===== src/rtl/fetch_pkg.sv =====
// Shared types and constants for the instruction-fetch stage.
package fetch_pkg;
    typedef enum logic [1:0] {
        S_ISSUE = 2'd0,
        S_WAIT  = 2'd1,
        S_HOLD  = 2'd2,
        S_DROP  = 2'd3
    } fetch_state_t;

    localparam logic [31:0] NOP_INSTR = 32'h0;
    localparam int OPC_HI = 31;
    localparam int OPC_LO = 26;

    function automatic logic [5:0] opcode_of(input logic [31:0] instr);
        return instr[OPC_HI:OPC_LO];
    endfunction
endpackage


===== src/rtl/instr_fetch_stage_if.sv =====
// Instruction-memory request/response bus: one request pulse, one response strobe.
interface instr_fetch_stage_if #(parameter int PC_W = 32) ();
    logic            req;
    logic [PC_W-1:0] addr;
    logic            rvalid;
    logic [31:0]     rdata;

    modport master (output req, output addr, input rvalid, input rdata);
    modport slave  (input req, input addr, output rvalid, output rdata);
endinterface


===== src/rtl/ifid_reg.sv =====
// IF/ID pipeline register; flush beats load beats hold, otherwise a bubble is inserted.
module ifid_reg
    import fetch_pkg::*;
#(
    parameter int PC_W = 32
) (
    input  logic            clk,
    input  logic            rst_n,
    input  logic            load,
    input  logic            flush,
    input  logic            hold,
    input  logic [31:0]     load_instr,
    input  logic [PC_W-1:0] load_pc4,
    output logic            valid,
    output logic [31:0]     instr,
    output logic [PC_W-1:0] pc4
);
    always_ff @(posedge clk) begin
        if (!rst_n) begin
            valid <= 1'b0;
            instr <= NOP_INSTR;
            pc4   <= '0;
        end else if (flush) begin
            valid <= 1'b0;
            instr <= NOP_INSTR;
        end else if (load) begin
            valid <= 1'b1;
            instr <= load_instr;
            pc4   <= load_pc4;
        end else if (!hold) begin
            valid <= 1'b0;
        end
    end
endmodule


===== src/rtl/instr_fetch_stage.sv =====
// Fetch stage: PC, single-outstanding request FSM, stall hold buffer and IF/ID register.
module instr_fetch_stage
    import fetch_pkg::*;
#(
    parameter int              PC_W     = 32,
    parameter logic [PC_W-1:0] RESET_PC = '0
) (
    input  logic                       clk,
    input  logic                       rst_n,
    instr_fetch_stage_if.master        imem,
    input  logic                       stall,
    input  logic                       redirect_valid,
    input  logic [PC_W-1:0]            redirect_pc,
    output logic                       ifid_valid,
    output logic [31:0]                ifid_instr,
    output logic [PC_W-1:0]            ifid_pc4,
    output logic [5:0]                 opcode
);
    localparam logic [PC_W-1:0] PC_STEP   = PC_W'(4);
    localparam logic [PC_W-1:0] WORD_MASK = ~PC_W'(3);

    fetch_state_t    state;
    logic [PC_W-1:0] pc;
    logic [PC_W-1:0] pc_next4;
    logic [31:0]     hold_buf;
    logic [31:0]     load_instr;
    logic            load;

    assign pc_next4 = pc + PC_STEP;

    // The request is a Moore output of S_ISSUE, masked while reset is held.
    assign imem.req  = rst_n && (state == S_ISSUE);
    assign imem.addr = pc;

    assign load = !redirect_valid && !stall &&
                  (((state == S_WAIT) && imem.rvalid) || (state == S_HOLD));
    assign load_instr = (state == S_HOLD) ? hold_buf : imem.rdata;

    always_ff @(posedge clk) begin
        if (!rst_n) begin
            state    <= S_ISSUE;
            pc       <= RESET_PC;
            hold_buf <= NOP_INSTR;
        end else if (redirect_valid) begin
            pc <= redirect_pc & WORD_MASK;
            // A request still in flight must be swallowed in S_DROP before reissuing.
            case (state)
                S_ISSUE:        state <= S_DROP;
                S_HOLD:         state <= S_ISSUE;
                S_WAIT, S_DROP: state <= imem.rvalid ? S_ISSUE : S_DROP;
            endcase
        end else begin
            case (state)
                S_ISSUE: state <= S_WAIT;
                S_WAIT: begin
                    if (imem.rvalid) begin
                        if (stall) begin
                            hold_buf <= imem.rdata;
                            state    <= S_HOLD;
                        end else begin
                            state <= S_ISSUE;
                        end
                    end
                end
                S_HOLD:  if (!stall) state <= S_ISSUE;
                S_DROP:  if (imem.rvalid) state <= S_ISSUE;
            endcase
            if (load) pc <= pc_next4;
        end
    end

    ifid_reg #(.PC_W(PC_W)) u_ifid (
        .clk        (clk),
        .rst_n      (rst_n),
        .load       (load),
        .flush      (redirect_valid),
        .hold       (stall),
        .load_instr (load_instr),
        .load_pc4   (pc_next4),
        .valid      (ifid_valid),
        .instr      (ifid_instr),
        .pc4        (ifid_pc4)
    );

    assign opcode = opcode_of(ifid_instr);
endmodule


===== src/flat_wrapper.sv =====
// flat-port wrapper written by rule: the top's interface ports become plain ports
module instr_fetch_stage_flat import fetch_pkg::*;
#(
    parameter int              PC_W     = 32,
    parameter logic [PC_W-1:0] RESET_PC = '0
)
  (clk, rst_n, stall, redirect_valid, redirect_pc, ifid_valid, ifid_instr, ifid_pc4, opcode, imem_req, imem_addr, imem_rvalid, imem_rdata);
  instr_fetch_stage_if #(.PC_W(PC_W)) imem_i ();
  input  logic clk;
  input  logic rst_n;
  input  logic stall;
  input  logic redirect_valid;
  input  logic [PC_W-1:0] redirect_pc;
  output logic ifid_valid;
  output logic [31:0] ifid_instr;
  output logic [PC_W-1:0] ifid_pc4;
  output logic [5:0] opcode;
  output wire logic [$bits(imem_i.req)-1:0] imem_req;
  output wire logic [$bits(imem_i.addr)-1:0] imem_addr;
  input wire logic [$bits(imem_i.rvalid)-1:0] imem_rvalid;
  input wire logic [$bits(imem_i.rdata)-1:0] imem_rdata;
  assign imem_req = imem_i.req;
  assign imem_addr = imem_i.addr;
  assign imem_i.rvalid = imem_rvalid;
  assign imem_i.rdata = imem_rdata;
  instr_fetch_stage #(.PC_W(PC_W), .RESET_PC(RESET_PC)) u_core (.clk(clk), .rst_n(rst_n), .imem(imem_i), .stall(stall), .redirect_valid(redirect_valid), .redirect_pc(redirect_pc), .ifid_valid(ifid_valid), .ifid_instr(ifid_instr), .ifid_pc4(ifid_pc4), .opcode(opcode));
endmodule

===== config.mk =====
export PLATFORM = sky130hd
export DESIGN_NAME = instr_fetch_stage_flat
export DESIGN_NICKNAME = d
export VERILOG_FILES = /design/src/rtl/fetch_pkg.sv /design/src/rtl/instr_fetch_stage_if.sv /design/src/rtl/ifid_reg.sv /design/src/rtl/instr_fetch_stage.sv /design/src/flat_wrapper.sv
export SDC_FILE = /design/constraint.sdc
export NUM_CORES = 1
export LEC_CHECK = 0
export ABC_CLOCK_PERIOD_IN_PS = 2700
export BUFFER_PORTS_ARGS = -buffer_cell sky130_fd_sc_hd__buf_2
export CAP_MARGIN = 0
export CORE_ASPECT_RATIO = 1.2
export CORE_MARGIN = 4
export CORE_UTILIZATION = 40
export CTS_BUF_LIST = sky130_fd_sc_hd__clkbuf_16
export DETAILED_ROUTE_END_ITERATION = 16
export GPL_TIMING_DRIVEN = 0
export MAX_ROUTING_LAYER = met4
export SYNTH_ARGS = -nofsm -noshare
export SYNTH_HDL_FRONTEND = slang
export SYNTH_HIERARCHICAL = 1
export SYNTH_SLANG_ARGS = --single-unit

===== constraint.sdc =====
create_clock -name clk -period 2.7 [get_ports clk]
set_input_delay 0.54 -clock clk [delete_from_list [all_inputs] [get_ports clk]]
set_output_delay 0.54 -clock clk [all_outputs]
set_load 0.005 [all_outputs]

==> run summary, run 1 <==
The count of nets left with antenna violations after detail routing is 0. The horizontal extent of the die came out at 124 microns. The area of the core came out at 0.0157 sq mm. The run finished with clean final reports. The routed layout has 6002 vias. The tree is rooted in a sky130_fd_sc_hd__clkbuf_16. The highest ir drop seen on vdd is 0.370 mV.

The flop and latch count out of synthesis came out at 129. The share of power burned in combinational logic came out at 0.111. The number of flops mapped to enable cells by yosys is 0. The number of warnings reported in the yosys synthesis log came out at 6.

The floorplan has 50 rows. The leakage power summed over all cells is 0.00333 uW. The path class of the tightest hold or removal check is in -> reg. The highest fanout seen on the critical path came out at 10.

The TritonCTS clock tree is built. The number of sinks driven by the clock tree came out at 129. Across the routed clock network, the largest skew measured is 0.00775 ns. The area growth from synthesis to final layout came out at 27.3%. The aggregate global-route resource usage is 0.214. The switching part of the total came out at 0.251.

The boundary pin count came out at 173. The initial antenna violation count is 2. The count of TritonRoute iterations in the first routing pass came out at 5. The slew at the pin closest to its max-slew limit came out at 0.911 ns. Measured against its own limit, the worst slew margin works out to 0.392. The count of fill cells added during filler insertion came out at 1596. Summing all multi-input logic gate instances after layout gives 0.00349 sq mm. The number of hold buffers added after CTS was 0. The vertical extent of the die is 147 microns. After synthesis, the share of flip-flops with an asynchronous set or reset is 0. The largest net degree at the start of global routing came out at 17. Setup violations remaining at the end of the flow were counted as 0. In this run the deepest clock path goes through 2 buffers.

The net switching power is 1250 uW. After the first detailed-routing iteration, the DRC count stood at 402. The worst path buffer plus inverter count came out at 5.

The max-slew violation count came to 0. The final wirelength came out at 19.1 mm. By instance count, the leading cell after synthesis is sky130_fd_sc_hd__nand2_1. The port buffer count is 168. The peak clock frequency supported by timing came out at 398 MHz. In the routed design, unresolved DRC markers number 0.

The required time reported for the critical path endpoint came out at 3.00 ns. The share of layout cells above drive strength 1 is 0.290. The sequential cell area came out at 0.00258 sq mm. The final net count is 1017. Including well taps, the total number of placed cells is 1136. The post-synthesis instance total is 757. The number of clock buffers added by TritonCTS is 17. The biggest area contributor in the post-synthesis netlist is sky130_fd_sc_hd__dfxtp_1. In the post-synthesis netlist, the biggest area contributors are sky130_fd_sc_hd__dfxtp_1 (40%), sky130_fd_sc_hd__mux2i_1 (9.9%), sky130_fd_sc_hd__nand2_1 (8.7%).

The via count of the first global-routing pass is 5821. In this design, the stage delay of the slowest critical-path cell is 0.39 ns. The critical path is of the reg -> reg type. The average detailed-routed wire length per instance came out at 16.3 microns. The reported max-cap violation count came out at 0. Traced cell by cell, the critical path runs through nand2b_1, buf_2, a21o_1, clkbuf_2, nor2_1, buf_6, nor2b_4, buf_6, buf_6, mux2i_1. The area share of the largest cell type after synthesis is 0.400. The number of distinct library cell variants in the gate-level netlist after synthesis is 51. Of the total power, the clock network draws 0.485.

The power density normalized to cell area came out at 608 mW/mm^2. Leaving out filler cells and counting taps, the final layout contains 1170. The kind of cell adding the most delay to the critical path is buffers and inverters.

Setup repair after global routing left no endpoint under its margin. The H-tree generated during clock tree synthesis spans 4 levels. The source-to-sink clock delay at the later pin of the worst-skew pair is 0.42 ns. The sort of element at the end of the critical path is a flip-flop. Clock-pin slew was measured on the worst setup and hold paths at 0.06 ns. The slowest stage of the critical path belongs to the cell sky130_fd_sc_hd__dfxtp_1.

The synthesized netlist occupies a cell area of 0.00646 sq mm. The average vias per placed instance is 5.13. The setup fix buffers added after clock tree synthesis is 0. Summed over all nets, the half-perimeter wirelength after detailed placement is 13.9 mm.

By count the netlist is led by sky130_fd_sc_hd__nand2_1 (150), sky130_fd_sc_hd__dfxtp_1 (129), sky130_fd_sc_hd__mux2i_1 (64). The internal power of the cells totals 3740 uW. The global-route wire length before repair is 30.1 mm. At the end of routability-driven placement, the weighted congestion stood at 0.889. The share of the clock period used by the worst path came out at 0.931.

The effective utilization at floorplan is 0.411. Of the total power, registers draw 0.404. STA classifies the critical path startpoint as a flip-flop. The cell repeated most along the worst path is sky130_fd_sc_hd__buf_6. The area enclosed by the die boundary came out at 0.0182 sq mm. The data arrival time of the critical path came out at 2.82 ns. The register area share after synthesis came out at 0.400. The hold violation count in the final report is 0. The total global routing overflow came out at 0.

Each instance of the synthesized netlist takes up on average 8.53 sq um. The minimum clock period came out at 2.51 ns. The worst hold slack came out at 0.367 ns. The most used flip-flop cell after synthesis is sky130_fd_sc_hd__dfxtp_1.
[kinds of logic (layout without fill, tap and decap cells)]
kind of cell,count (synthesis),in the layout,synth area share
buf+inv,86,286,0.0653
simple gates,299,299,0.222
mux,97,97,0.157
xor+xnor,33,33,0.0448
fa+ha+maj,1,1,0.00194
compound gates,111,111,0.109
other cells,1,6,0.000581
flops,129,129,0.400
[through the flow]
stage	utilization	total power (uW)	cell area (sq um)	setup WS (ns)	setup TNS [ns]
2_1_floorplan	-	2400	6470	0.589	0
3_3_place_gp	0.482	2610	7570	-0.0334	-0.337
3_5_place_dp	0.482	2610	7570	-0.0573	-1.16
4_1_cts	0.521	5050	8190	0.0358	0
5_1_grt	0.523	5200	8220	0.0426	0
6_report	0.523	5000	8220	0.185	0
[registers in the layout, summed over array words and instances (netlist names)]
register,flops
u_core/hold_buf,32
u_core/u_ifid/instr,32
u_core/u_ifid/pc4,32
u_core/imem.addr,30
u_core/state,2
u_core/u_ifid/valid,1
[routing by layer]
layer,GRT usage,up-vias,share of wire
met3,0.0566,25,0.067
met4,0.0679,0,0.020
met5,-,-,0
met1,0.266,2776,0.44
li1,-,3000,-
met2,0.340,201,0.48
[worst register-to-register path: stages, from the launching register on]
cell,delay (ns)
sky130_fd_sc_hd__dfxtp_1,0.39
sky130_fd_sc_hd__nand2b_1,0.25
sky130_fd_sc_hd__buf_2,0.32
sky130_fd_sc_hd__a21o_1,0.30
sky130_fd_sc_hd__clkbuf_2,0.31
sky130_fd_sc_hd__nor2_1,0.08
sky130_fd_sc_hd__buf_6,0.18
sky130_fd_sc_hd__nor2b_4,0.13
sky130_fd_sc_hd__buf_6,0.14
sky130_fd_sc_hd__buf_6,0.16
sky130_fd_sc_hd__mux2i_1,0.13
[power groups by stage]
stage	logic [uW]	registers (uW)	clock network, uW
after floorplan	345	2050	0
after detailed placement	556	2060	0
after global placement	554	2060	0
final	555	2020	2420
after global routing	611	2030	2560
after CTS	559	2020	2480
[timing repair]
action | CTS | global route
resized for setup | 0 | 5
setup endpoints to repair | 0 | 32
hold endpoints to repair | 0 | 0
[final cells by class]
class                      count  share of cell area
antenna                        2            0.000609
buffer                        73              0.0455
clock buffer                  17              0.0518
clock inverter                15              0.0233
inverter                      13             0.00594
multi-input combinational    545               0.425
sequential                   129               0.314
tap                          208              0.0317
timing repair buffer         168               0.102
[placed cells by master, fill, tap and decap left out, types with 8 or more instances in the layout]
master and count:
sky130_fd_sc_hd__and4_1 9, sky130_fd_sc_hd__nor3_1 10, sky130_fd_sc_hd__nand4_1 18, sky130_fd_sc_hd__a211oi_1 8, sky130_fd_sc_hd__a31oi_1 14, sky130_fd_sc_hd__and3_1 8, sky130_fd_sc_hd__dfxtp_1 129, sky130_fd_sc_hd__buf_2 183
sky130_fd_sc_hd__nand3_1 17, sky130_fd_sc_hd__xnor2_1 26, sky130_fd_sc_hd__nand2_1 150, sky130_fd_sc_hd__inv_1 13, sky130_fd_sc_hd__clkbuf_16 17, sky130_fd_sc_hd__o21ai_0 23, sky130_fd_sc_hd__mux2_2 33, sky130_fd_sc_hd__clkbuf_1 35
sky130_fd_sc_hd__buf_4 11, sky130_fd_sc_hd__mux2i_1 64, sky130_fd_sc_hd__nor2_1 49, sky130_fd_sc_hd__a21oi_1 39
[path summary, 6_finish.rpt]
kind	from	endpoint	slack, ns	cells after the start
worst max-delay path	u_core/state[0]	u_core/u_ifid/pc4[2]	0.19	10
worst min-delay path	imem_rdata[26]	u_core/hold_buf[26]	0.37	3
worst max register to register	u_core/state[0]	u_core/u_ifid/pc4[2]	0.19	10
worst min register to register	u_core/hold_buf[17]	u_core/hold_buf[17]	0.45	2
(Power assumes the default switching activity.)
==> run 2: changes to the inputs <==
ABC_CLOCK_PERIOD_IN_PS = 2650   (was 2700)
clock period = 2.65 ns   (was 2.7 ns; I/O delays follow)
==> run summary, run 2 (synthesis gave the netlist of run 1 again) <==
The flow ran to the end, and the final reports show no timing, DRC or antenna violations. The highest ir drop seen on vdd came out at 0.377 mV (+1.9%). The via count of the first global-routing pass came out at 5818 (-0.052%). The final wirelength is 19.1 mm (+0.14%). The sort of element at the end of the critical path is a flip-flop. The startpoint identified for the worst hold timing path is imem_rdata[26]. The share of layout cells above drive strength 1 came to 0.293 (+0.00295). The worst-case register-to-register setup slack came out at 0.14 ns (-0.05 ns). The worst setup slack after layout is 0.139 ns (-0.0468 ns). The horizontal extent of the die came out at 124 microns (unchanged). The worst clock skew on the final layout was 0.00742 ns (-0.000329 ns). The maximum number of buffers from clock root to sink is 2 (unchanged).

The clock root buffer master is sky130_fd_sc_hd__clkbuf_16. The library cell used most frequently in the layout, excluding fill and tap cells, is sky130_fd_sc_hd__buf_2. The number of remaining DRC errors is 0 (unchanged). The setup path with the least slack is of type reg -> reg. The deepest level of the CTS H-tree is 4 (unchanged). The top cell types in the final layout, fill and taps aside, are sky130_fd_sc_hd__buf_2 (183), sky130_fd_sc_hd__nand2_1 (150), sky130_fd_sc_hd__dfxtp_1 (129), sky130_fd_sc_hd__mux2i_1 (64), sky130_fd_sc_hd__nor2_1 (49). The last weighted congestion value of the routability-driven placer came out at 0.889 (unchanged).

The half-perimeter wire length of the detailed placement result came out at 13.9 mm (unchanged). In this run the critical register-to-register path is launched from u_core/state[0]. The count of nets left with antenna violations after detail routing is 0 (unchanged). The initial antenna violation count came to 2 (unchanged). The area growth from synthesis to final layout is 27.7%. The average vias per placed instance came out at 5.14 (+0.14%). The area enclosed by the die boundary came to 0.0182 sq mm (unchanged). The total global routing overflow was 0 (unchanged). The max-slew violation count came to 0 (unchanged). The highest fanout seen on the critical path came out at 10 (unchanged).

The peak clock frequency supported by timing came out at 398 MHz (+0.13%). TritonCTS built the clock tree. The count of TritonRoute iterations in the first routing pass is 5 (unchanged). The met3 global-route usage is 0.0566 (unchanged). The data arrival time of the critical path was 2.81 ns (about the same). The worst setup path endpoint is u_core/u_ifid/pc4[2]. The worst slack after detailed placement came out at -0.0973 ns (-0.0400 ns).

The met2 global-route usage came out at 0.340 (about the same). The hold violation count in the final report came out at 0 (unchanged). The largest net degree at the start of global routing came out at 17 (unchanged). The final standard cell count with taps included and fillers excluded came out at 1174 (+0.34%). The reported max-cap violation count is 0 (unchanged).

The source-to-sink clock delay at the later pin of the worst-skew pair is 0.42 ns (about the same). The average detailed-routed wire length per instance is 16.3 microns (-0.20%). The aggregate global-route resource usage is 0.214 (about the same).

The fraction of met1 tracks used by global routing is 0.266 (unchanged). The floorplan row count came out at 50 (unchanged). The boundary pin count was 173 (unchanged). The utilization after layout is 0.525 (+0.00191). The leakage power summed over all cells is 0.00334 uW (+0.52%). The final net count is 1021 (+0.39%). The worst slew slack as a fraction of its limit is 0.397 (+0.00575). The violation count after the first detailed-route iteration is 396 (-1.5%).

The min-delay analysis places its worst path in the category in -> reg. The area of the core came out at 0.0157 sq mm (unchanged). The global-route wire length before repair is 30.1 mm (unchanged). The port buffer count is 168 (unchanged). The number of sinks driven by the clock tree came out at 129 (unchanged). In this run the worst setup path begins at u_core/state[0]. The clock transition at the registers of the reported paths came to 0.06 ns (about the same). The power density normalized to cell area came to 617 mW/mm^2 (+1.6%). The number of placed instances with taps included is 1136 (unchanged). The total number of vias came to 6031 (+0.48%). The worst setup path is launched from a flip-flop. The clock buffer count from CTS came out at 17 (unchanged).

The final number of setup-violating endpoints came out at 0 (unchanged). The effective utilization at floorplan came out at 0.411 (unchanged). The minimum clock period came out at 2.51 ns (-0.00324 ns).

Setup repair after global routing left no endpoint under its margin. The worst reg2reg path endpoint is u_core/u_ifid/pc4[2]. The vertical extent of the die is 147 microns (unchanged). The required time reported for the critical path endpoint is 2.95 ns (-0.05 ns). In the final layout, the registers with the most flip-flops are u_core/hold_buf x32, u_core/u_ifid/instr x32, u_core/u_ifid/pc4 x32. The most used routing layer is met2. The share of the clock period used by the worst path came to 0.948 (+0.0163).

The length in cells of the worst reg-to-reg path came out at 10 (unchanged). The slew at the pin closest to its max-slew limit is 0.902 ns (-0.00861 ns). The count of hold-fix buffers inserted at cts was 0 (unchanged).
-- run 2: changes by cell type in the layout (fill, tap and decap cells not counted), sizes merged --
cell,before,now
buf,204,208
-- run 2: what timing repair did --
action,4_1_cts,5_1_grt
buffers inserted,0,4
resized for setup,1,3
cloned,0,0
endpoints found under the setup margin,26,10
-- run 2: worst max-delay path: stages, from the launching register on --
cell	delay (ns)
sky130_fd_sc_hd__dfxtp_1	0.40
sky130_fd_sc_hd__nand2b_1	0.25
sky130_fd_sc_hd__buf_2	0.32
sky130_fd_sc_hd__a21o_1	0.30
sky130_fd_sc_hd__clkbuf_2	0.31
sky130_fd_sc_hd__nor2_1	0.08
sky130_fd_sc_hd__buf_6	0.18
sky130_fd_sc_hd__nor2b_4	0.12
sky130_fd_sc_hd__buf_6	0.14
sky130_fd_sc_hd__buf_6	0.16
sky130_fd_sc_hd__mux2i_1	0.12
-- run 2: final cells by class --
| class | count | area [sq um] |
|---|---|---|
| diodes | 2 | 5.00 |
| flip-flops and latches | 129 | 2580 |
| plain buffers | 73 | 374 |
| clock buffers | 17 | 425 |
| clock inverters | 15 | 191 |
| multi-input cells | 545 | 3490 |
| fillers | 1593 | 7450 |
| well taps | 208 | 260 |
| repair buffers | 172 | 871 |
| inverters | 13 | 48.8 |
-- run 2: power by group --
| group | leakage [uW] | total (uW) | switching (uW) | internal (uW) |
|---|---|---|---|---|
| Sequential | 0.00105 | 2060 | 57.8 | 2000 |
| Combinational | 0.00200 | 572 | 318 | 254 |
| Clock | 0.000298 | 2470 | 898 | 1570 |
| Total | 0.00334 | 5090 | 1270 | 3820 |
-- run 2: through the flow --
| stage | hold slack [ns] | setup TNS [ns] | area (sq um) | power [uW] |
|---|---|---|---|---|
| 6_report | 0.358 | 0 | 8250 | 5090 |
| 2_1_floorplan | 0.434 | 0 | 6470 | 2440 |
| 3_3_place_gp | 0.440 | -1.50 | 7570 | 2660 |
| 5_1_grt | 0.336 | 0 | 8250 | 5300 |
| 4_1_cts | 0.335 | 0 | 8190 | 5150 |
| 3_5_place_dp | 0.445 | -2.35 | 7570 | 2660 |
-- run 2: worst min-delay path by stage --
stage	slack, ns	cells after the start	endpoint
3_5_place_dp	0.44	2	u_core/u_ifid/pc4[18]
6_report	0.36	3	u_core/hold_buf[26]
2_1_floorplan	0.43	2	u_core/hold_buf[0]
3_3_place_gp	0.44	2	u_core/hold_buf[16]
4_1_cts	0.34	3	u_core/hold_buf[2]
5_1_grt	0.34	3	u_core/hold_buf[2]
-- run 2: metal layers --
metal | wire [microns] | vias to the layer above
met5 | 0 | -
met4 | 396 | 0
met3 | 1360 | 29
met2 | 9070 | 227
met1 | 8300 | 2761
li1 | - | 3014
